**config.mk**
```make
export PLATFORM = sky130hd
export DESIGN_NAME = vx_tcu_drl_mask_seq_flat
export DESIGN_NICKNAME = d
export VERILOG_FILES = /design/src/rtl/vx_tcu_drl_mask_seq_if.sv /design/src/rtl/vx_tcu_drl_mask_seq.sv /design/src/flat_wrapper.sv
export SDC_FILE = /design/constraint.sdc
export NUM_CORES = 1
export LEC_CHECK = 0
export CORE_ASPECT_RATIO = 1.5
export CORE_MARGIN = 1
export CORE_UTILIZATION = 52
export DETAILED_ROUTE_END_ITERATION = 10
export HOLD_SLACK_MARGIN = 0.06
export PLACE_DENSITY = 0.85
export SYNTH_ARGS = -nofsm -noshare
export SYNTH_HDL_FRONTEND = slang
export SYNTH_SLANG_ARGS = --single-unit
export TNS_END_PERCENT = 10
```
**constraint.sdc**
```tcl
create_clock -name clk -period 9.2 [get_ports clk]
set_clock_uncertainty 0.15 [all_clocks]
set_input_delay 1.38 -clock clk [delete_from_list [all_inputs] [get_ports clk]]
set_output_delay 1.38 -clock clk [all_outputs]
set_load 0.02 [all_outputs]
```
**src/rtl/vx_tcu_drl_mask_seq_if.sv**
```systemverilog
// rtl/vx_tcu_drl_mask_seq_if.sv - request/beat handshake bundle for the DRL lane-mask sequencer
//
// Request side : in_valid, in_ready, in_vld_mask[IN_W], in_fmt[3]
// Beat side    : out_valid, out_ready, out_lane_mask[TCK], out_beat[BEAT_W],
//                out_cnt[CNT_W], out_last
// master = request producer / beat consumer, slave = the sequencer.
interface vx_tcu_drl_mask_seq_if #(
  parameter int TCK    = 4,
  parameter int STRIDE = 4,
  parameter int BEATS  = 2
);
  localparam int IN_W   = TCK * STRIDE * BEATS;
  localparam int BEAT_W = (BEATS > 1) ? $clog2(BEATS) : 1;
  localparam int CNT_W  = $clog2(TCK + 1);

  logic              in_valid;
  logic              in_ready;
  logic [IN_W-1:0]   in_vld_mask;
  logic [2:0]        in_fmt;
  logic              out_valid;
  logic              out_ready;
  logic [TCK-1:0]    out_lane_mask;
  logic [BEAT_W-1:0] out_beat;
  logic [CNT_W-1:0]  out_cnt;
  logic              out_last;

  modport master (
    output in_valid, in_vld_mask, in_fmt, out_ready,
    input  in_ready, out_valid, out_lane_mask, out_beat, out_cnt, out_last
  );

  modport slave (
    input  in_valid, in_vld_mask, in_fmt, out_ready,
    output in_ready, out_valid, out_lane_mask, out_beat, out_cnt, out_last
  );
endinterface

```
**src/rtl/vx_tcu_drl_mask_seq.sv**
```systemverilog
// rtl/vx_tcu_drl_mask_seq.sv - multi-beat TCU DRL lane-mask sequencer
//
// Ports:
//   clk      : clock
//   reset_n  : asynchronous active-low reset
//   bus      : slave side of vx_tcu_drl_mask_seq_if
//              (request in_valid/in_ready/in_vld_mask/in_fmt,
//               beat out_valid/out_ready/out_lane_mask/out_beat/out_cnt/out_last)
//
// A request (mask + fmt) is captured into holding registers. Every beat output
// is derived only from those registers plus a beat cursor, so all outputs are
// stable while out_ready is low and have no combinational input dependency.
module vx_tcu_drl_mask_seq #(
  parameter int N          = 2,
  parameter int TCK        = 2 * N,
  parameter int STRIDE     = 4,
  parameter int BEATS      = 2,
  parameter int SKIP_EMPTY = 1,
  parameter logic [2:0] TCU_FP32_ID = 3'd0,
  parameter logic [2:0] TCU_FP16_ID = 3'd1,
  parameter logic [2:0] TCU_BF16_ID = 3'd2,
  parameter logic [2:0] TCU_I8_ID   = 3'd3,
  parameter logic [2:0] TCU_U8_ID   = 3'd4
) (
  input  logic clk,
  input  logic reset_n,
  vx_tcu_drl_mask_seq_if.slave bus
);
  localparam int IN_W   = TCK * STRIDE * BEATS;
  localparam int BEAT_W = (BEATS > 1) ? $clog2(BEATS) : 1;
  localparam int CNT_W  = $clog2(TCK + 1);

  typedef enum logic {IDLE, RUN} state_t;

  state_t            state;
  logic [IN_W-1:0]   mask_q;
  logic [2:0]        fmt_q;
  logic [BEAT_W-1:0] cursor;   // lowest beat still eligible for presentation

  logic [TCK-1:0]    beat_mask [BEATS];
  logic [BEATS-1:0]  nz;
  logic              fmt_ok;
  logic [BEAT_W-1:0] sel;
  logic              last;
  logic              found;
  logic              running;
  logic [TCK-1:0]    lane_mask;
  logic [CNT_W-1:0]  cnt;
  logic              in_fire;
  logic              out_fire;

  // Per-beat physical lane masks from the held request.
  always_comb begin
    fmt_ok = 1'b0;
    case (fmt_q)
      TCU_FP32_ID, TCU_FP16_ID, TCU_BF16_ID, TCU_I8_ID, TCU_U8_ID: fmt_ok = 1'b1;
      default: fmt_ok = 1'b0;
    endcase
    for (int b = 0; b < BEATS; b++) begin
      beat_mask[b] = '0;
      for (int i = 0; i < TCK; i++) begin
        case (fmt_q)
          TCU_FP32_ID: beat_mask[b][i] = ((i % 2) == 0) ? mask_q[(b*TCK+i)*STRIDE] : 1'b0;
          TCU_FP16_ID, TCU_BF16_ID: beat_mask[b][i] = mask_q[(b*TCK+i)*STRIDE];
          TCU_I8_ID, TCU_U8_ID: beat_mask[b][i] = |mask_q[(b*TCK+i)*STRIDE +: STRIDE];
          default: beat_mask[b][i] = 1'b0;
        endcase
      end
      nz[b] = |beat_mask[b];
    end
  end

  // Beat selection from the cursor. With skipping, the presented beat is the
  // first nonzero beat at or after the cursor; an all-zero request falls
  // through to beat 0 with last set.
  always_comb begin
    sel   = cursor;
    last  = 1'b1;
    found = 1'b0;
    if (!fmt_ok) begin
      sel  = '0;
      last = 1'b1;
    end else if (SKIP_EMPTY == 0) begin
      sel  = cursor;
      last = (int'(cursor) == BEATS - 1);
    end else begin
      for (int b = 0; b < BEATS; b++) begin
        if (!found && (b >= int'(cursor)) && nz[b]) begin
          sel   = BEAT_W'(b);
          found = 1'b1;
        end
      end
      for (int b = 0; b < BEATS; b++) begin
        if ((b > int'(sel)) && nz[b]) last = 1'b0;
      end
    end
  end

  always_comb begin
    running   = (state == RUN);
    lane_mask = running ? beat_mask[sel] : '0;
    cnt       = '0;
    for (int i = 0; i < TCK; i++) cnt = cnt + CNT_W'(lane_mask[i]);
  end

  assign out_fire = running && bus.out_ready;
  assign in_fire  = bus.in_valid && bus.in_ready;

  assign bus.in_ready      = (state == IDLE) || (out_fire && last);
  assign bus.out_valid     = running;
  assign bus.out_lane_mask = lane_mask;
  assign bus.out_cnt       = cnt;
  assign bus.out_beat      = running ? sel : '0;
  assign bus.out_last      = running && last;

  always_ff @(posedge clk or negedge reset_n) begin
    if (!reset_n) begin
      state  <= IDLE;
      mask_q <= '0;
      fmt_q  <= '0;
      cursor <= '0;
    end else if (in_fire) begin
      // Covers both the idle accept and the zero-bubble accept on a last beat.
      state  <= RUN;
      mask_q <= bus.in_vld_mask;
      fmt_q  <= bus.in_fmt;
      cursor <= '0;
    end else if (out_fire) begin
      if (last) state <= IDLE;
      else      cursor <= sel + BEAT_W'(1);
    end
  end
endmodule
```
**src/flat_wrapper.sv**
```systemverilog
// flat-port wrapper written by rule: the top's interface ports become plain ports
module vx_tcu_drl_mask_seq_flat 
#(
  parameter int N          = 2,
  parameter int TCK        = 2 * N,
  parameter int STRIDE     = 4,
  parameter int BEATS      = 2,
  parameter int SKIP_EMPTY = 1,
  parameter logic [2:0] TCU_FP32_ID = 3'd0,
  parameter logic [2:0] TCU_FP16_ID = 3'd1,
  parameter logic [2:0] TCU_BF16_ID = 3'd2,
  parameter logic [2:0] TCU_I8_ID   = 3'd3,
  parameter logic [2:0] TCU_U8_ID   = 3'd4
)
  (clk, reset_n, bus_in_valid, bus_in_vld_mask, bus_in_fmt, bus_out_ready, bus_in_ready, bus_out_valid, bus_out_lane_mask, bus_out_beat, bus_out_cnt, bus_out_last);
  vx_tcu_drl_mask_seq_if #(.TCK(TCK), .STRIDE(STRIDE), .BEATS(BEATS)) bus_i ();
  input  logic clk;
  input  logic reset_n;
  input wire logic [$bits(bus_i.in_valid)-1:0] bus_in_valid;
  input wire logic [$bits(bus_i.in_vld_mask)-1:0] bus_in_vld_mask;
  input wire logic [$bits(bus_i.in_fmt)-1:0] bus_in_fmt;
  input wire logic [$bits(bus_i.out_ready)-1:0] bus_out_ready;
  output wire logic [$bits(bus_i.in_ready)-1:0] bus_in_ready;
  output wire logic [$bits(bus_i.out_valid)-1:0] bus_out_valid;
  output wire logic [$bits(bus_i.out_lane_mask)-1:0] bus_out_lane_mask;
  output wire logic [$bits(bus_i.out_beat)-1:0] bus_out_beat;
  output wire logic [$bits(bus_i.out_cnt)-1:0] bus_out_cnt;
  output wire logic [$bits(bus_i.out_last)-1:0] bus_out_last;
  assign bus_i.in_valid = bus_in_valid;
  assign bus_i.in_vld_mask = bus_in_vld_mask;
  assign bus_i.in_fmt = bus_in_fmt;
  assign bus_i.out_ready = bus_out_ready;
  assign bus_in_ready = bus_i.in_ready;
  assign bus_out_valid = bus_i.out_valid;
  assign bus_out_lane_mask = bus_i.out_lane_mask;
  assign bus_out_beat = bus_i.out_beat;
  assign bus_out_cnt = bus_i.out_cnt;
  assign bus_out_last = bus_i.out_last;
  vx_tcu_drl_mask_seq #(.N(N), .TCK(TCK), .STRIDE(STRIDE), .BEATS(BEATS), .SKIP_EMPTY(SKIP_EMPTY), .TCU_FP32_ID(TCU_FP32_ID), .TCU_FP16_ID(TCU_FP16_ID), .TCU_BF16_ID(TCU_BF16_ID), .TCU_I8_ID(TCU_I8_ID), .TCU_U8_ID(TCU_U8_ID)) u_core (.clk(clk), .reset_n(reset_n), .bus(bus_i));
endmodule
```
==> impl_metrics.yaml <==
layout:
  final_cells: 230
  design_area_sq_um: 2500
  area_delta_synth_final_pct: 31.4
  nets: 229
  fillers: 265
  antenna_cells: 0
  drive_gt1_share_pct: 25.5
timing:
  fin_crit_sh_pct: 64.5
  hold_ws_ns: 0.355
  tns_ns: 0
  layout_setup_ws_ns: 3.26
  max_freq_mhz: 168
  relSlewSlack_pct: 25.7
  period_needed_ns: 5.94
  grt_setup_unrepaired: "no"
  tightestPinTransition_ns: 1.11
  maxSlewViolCount: 0
  finalSetupViolCount: 0
  hold_viol_final: 0
floorplanning:
  initial_core_util_pct: 55.2
  coreArea_sq_um: 3450
  die_h_um: 76.1
  design.portCount: 50
  fp-row-count: 26
  design.die.area_sq_um: 3910
  die_x_um: 51.4
synthesis:
  synth_cells: 139
  yosysSeqAreaShare_pct: 48.7
  synth-seq-cells: 37
  syn_area_sq_um: 1900
  syn-num-nets: 181
  synth_cell_types: 28
  avgSynthCellArea_sq_um: 13.7
  synth-warning-count: 0
placement:
  portBuffers: 49
  dp_slack_ns: 3.72
  place_congestion: 0.809
  placed_cell_area_sq_um: 2380
  dp_hpwl_mm: 3.05
  dp_cells: 222
setup_path:
  critPathArrivalTime_ns: 4.41
  cp_num_buf_inv: 1
  cp_slowest_cell: "clkdlybuf4s50_1"
  end_kind: "output pin"
  cpPeakStageDelay_ns: 0.59
  worstPathCellList: "or4_1 > or2_0 > a222oi_1 > o21ai_0 > a221oi_1 > a211oi_1 > ha_1 > fa_1 > ha_1 > clkdlybuf4s50_1"
  start_kind: "flop"
  crit_required_ns: 7.67
  path_class: "reg2out"
  cpMostUsedCell: "ha_1"
  crit_family: "compound AO/OA/AOI/OAI gates"
  cp_max_fo: 4
global_routing:
  grt.overflow.total: 0
  grt_pass1_wl_mm: 7.00
  grt_max_degree: 38
  antenna_found_initial: 0
  grt.total_usage_pct: 24.7
  grt_pass1_vias: 1474
min_path:
  hold_class: "reg2reg"
clock_tree:
  clk_pin_slew_ns: 0.08
  numClockSinks: 37
  ctsHoldBuffers: 0
  cts_tree: "done"
  ctsRootBufferMaster: "clkbuf_8"
  cts.repair.resized: 0
  clock_latency_ns: 0.30
  clockBufferDepth: 2
  cts_made_buffers: 5
  post-cts-setup-buffers: 0
  cts_max_level: 2
power:
  vdd_drop_max_uv: 783
  pwr-share-clk_pct: 11.9
  powerDensity_nw_per_um2: 496
  seq_power_share_pct: 26.1
  pwr-share-comb_pct: 61.9
  power.switching_w: 0.000493
  internal_power_w: 0.000746
  leakagePower_nw: 1.10
  switching_share_pct: 39.8
job:
  drv_cap: 0
route:
  vias_per_cell: 5.97
  drc: 0
  drt_first_iter_violations: 39
  postRouteAntennaNets: 0
  first_pass_iters: 4
  drt-wirelength-per-cell_um: 18.6
  wirelength_mm: 4.28
  num_vias: 1374
outcome:
  outcome: "completed"
power groups by stage:
stage	clock network [W]	registers, W	logic [W]
final	0.000148	0.000324	0.000768
after detailed placement	0	0.000321	0.000763
after CTS	0.000150	0.000321	0.000773
after global routing	0.000158	0.000333	0.000817
after global placement	0	0.000314	0.000750
after floorplan	0	0.000288	0.000553
synthesized netlist by cell type:
master | n | area share (%)
dfrtp_1 | 37 | 49
mux2_4 | 30 | 24
nor4_1 | 9 | 3.0
mux2_2 | 7 | 4.1
nor2_1 | 7 | 1.4
a211oi_1 | 6 | 2.4
buf_6 | 4 | 2.4
clkbuf_1 | 4 | 0.79
or4_1 | 4 | 1.6
a221oi_1 | 3 | 1.4
nor3_1 | 3 | 0.79
o21ai_0 | 3 | 0.79
o22ai_1 | 3 | 0.99
a22oi_1 | 2 | 0.79
ha_1 | 2 | 1.3
nand2_1 | 2 | 0.39
or2_1 | 2 | 0.66
a221o_1 | 1 | 0.53
a222oi_1 | 1 | 0.53
a22o_1 | 1 | 0.46
fa_1 | 1 | 1.1
inv_1 | 1 | 0.20
nand2b_1 | 1 | 0.33
o21a_1 | 1 | 0.39
or2_0 | 1 | 0.33
or2_2 | 1 | 0.33
or3_1 | 1 | 0.33
xnor2_1 | 1 | 0.46
path summary, 6_finish.rpt:
path                                    from                end  slack [ns]  cells past startpoint
max                        u_core.mask_q[21]     bus_out_cnt[1]        3.26                     10
min                        u_core.mask_q[13]  u_core.mask_q[13]        0.36                      1
max in group asynchronous            reset_n  u_core.mask_q[16]        7.37                      1
min in group asynchronous            reset_n   u_core.mask_q[5]        1.01                      1
min reg2reg                u_core.mask_q[13]  u_core.mask_q[13]        0.36                      1
max reg2reg                  u_core.fmt_q[0]  u_core.mask_q[18]        5.46                      6
layout by cell type, fill, tap and decap left out:
cell type        synthesis  routed
a211oi_1                 6       6
a221o_1                  1       1
a221oi_1                 3       3
a222oi_1                 1       1
a22o_1                   1       1
a22oi_1                  2       2
buf_2                    0       1
bufinv_16                0       1
clkbuf_8                 0       6
clkdlybuf4s50_1          0      48
clkinvlp_4               0       1
dfrtp_1                 37      37
fa_1                     1       1
ha_1                     2       2
inv_1                    1       1
mux2_2                   7       7
mux2_4                  30      30
nand2_1                  2       2
nand2b_1                 1       1
nor2_1                   7       7
nor3_1                   3       3
nor4_1                   9       9
o21a_1                   1       1
o21ai_0                  3       3
o22ai_1                  3       3
or2_0                    1       1
or2_1                    2       1
or2_2                    1       2
or3_1                    1       1
or4_1                    4       4
xnor2_1                  1       1
logic make-up after synthesis:
logic type | count (synthesis) | synth area share (%)
AO/OA/AOI/OAI | 21 | 8.22
XOR/XNOR | 1 | 0.461
adder cells (fa/ha/maj) | 3 | 2.37
buffers and inverters | 9 | 3.35
flip-flops | 37 | 48.7
multiplexers | 37 | 27.8
AND/OR/NAND/NOR | 31 | 9.08
stage by stage:
stage	total power, W	utilization (%)
detailed placement	0.00108	69.0
CTS	0.00124	72.5
global route	0.00131	72.5
finish	0.00124	72.5
floorplan	0.000841	-
global placement	0.00106	69.0
metal layers:
metal,GRT usage [%],part of all wire (%),up-vias
met1,27.7,39,677
met5,0,0,-
met3,4.99,4.4,13
met4,13.2,3.0,0
li1,-,-,626
met2,42.2,54,58
cell type report:
class	instances	area [sq um]	area share, %
inverter	1	3.75	0.150
multi-input combinational	93	912	36.5
tap	42	52.6	2.10
clock buffer	6	82.6	3.30
timing repair buffer	49	485	19.4
sequential	37	926	37.0
clock inverter	2	37.5	1.50
sequential cells by signal (all words and copies together), names as in the netlist:
name	cells
u_core.mask_q	32
u_core.fmt_q	3
u_core.bus.out_valid	1
u_core.cursor	1
Power figures use the tool's default switching activity.
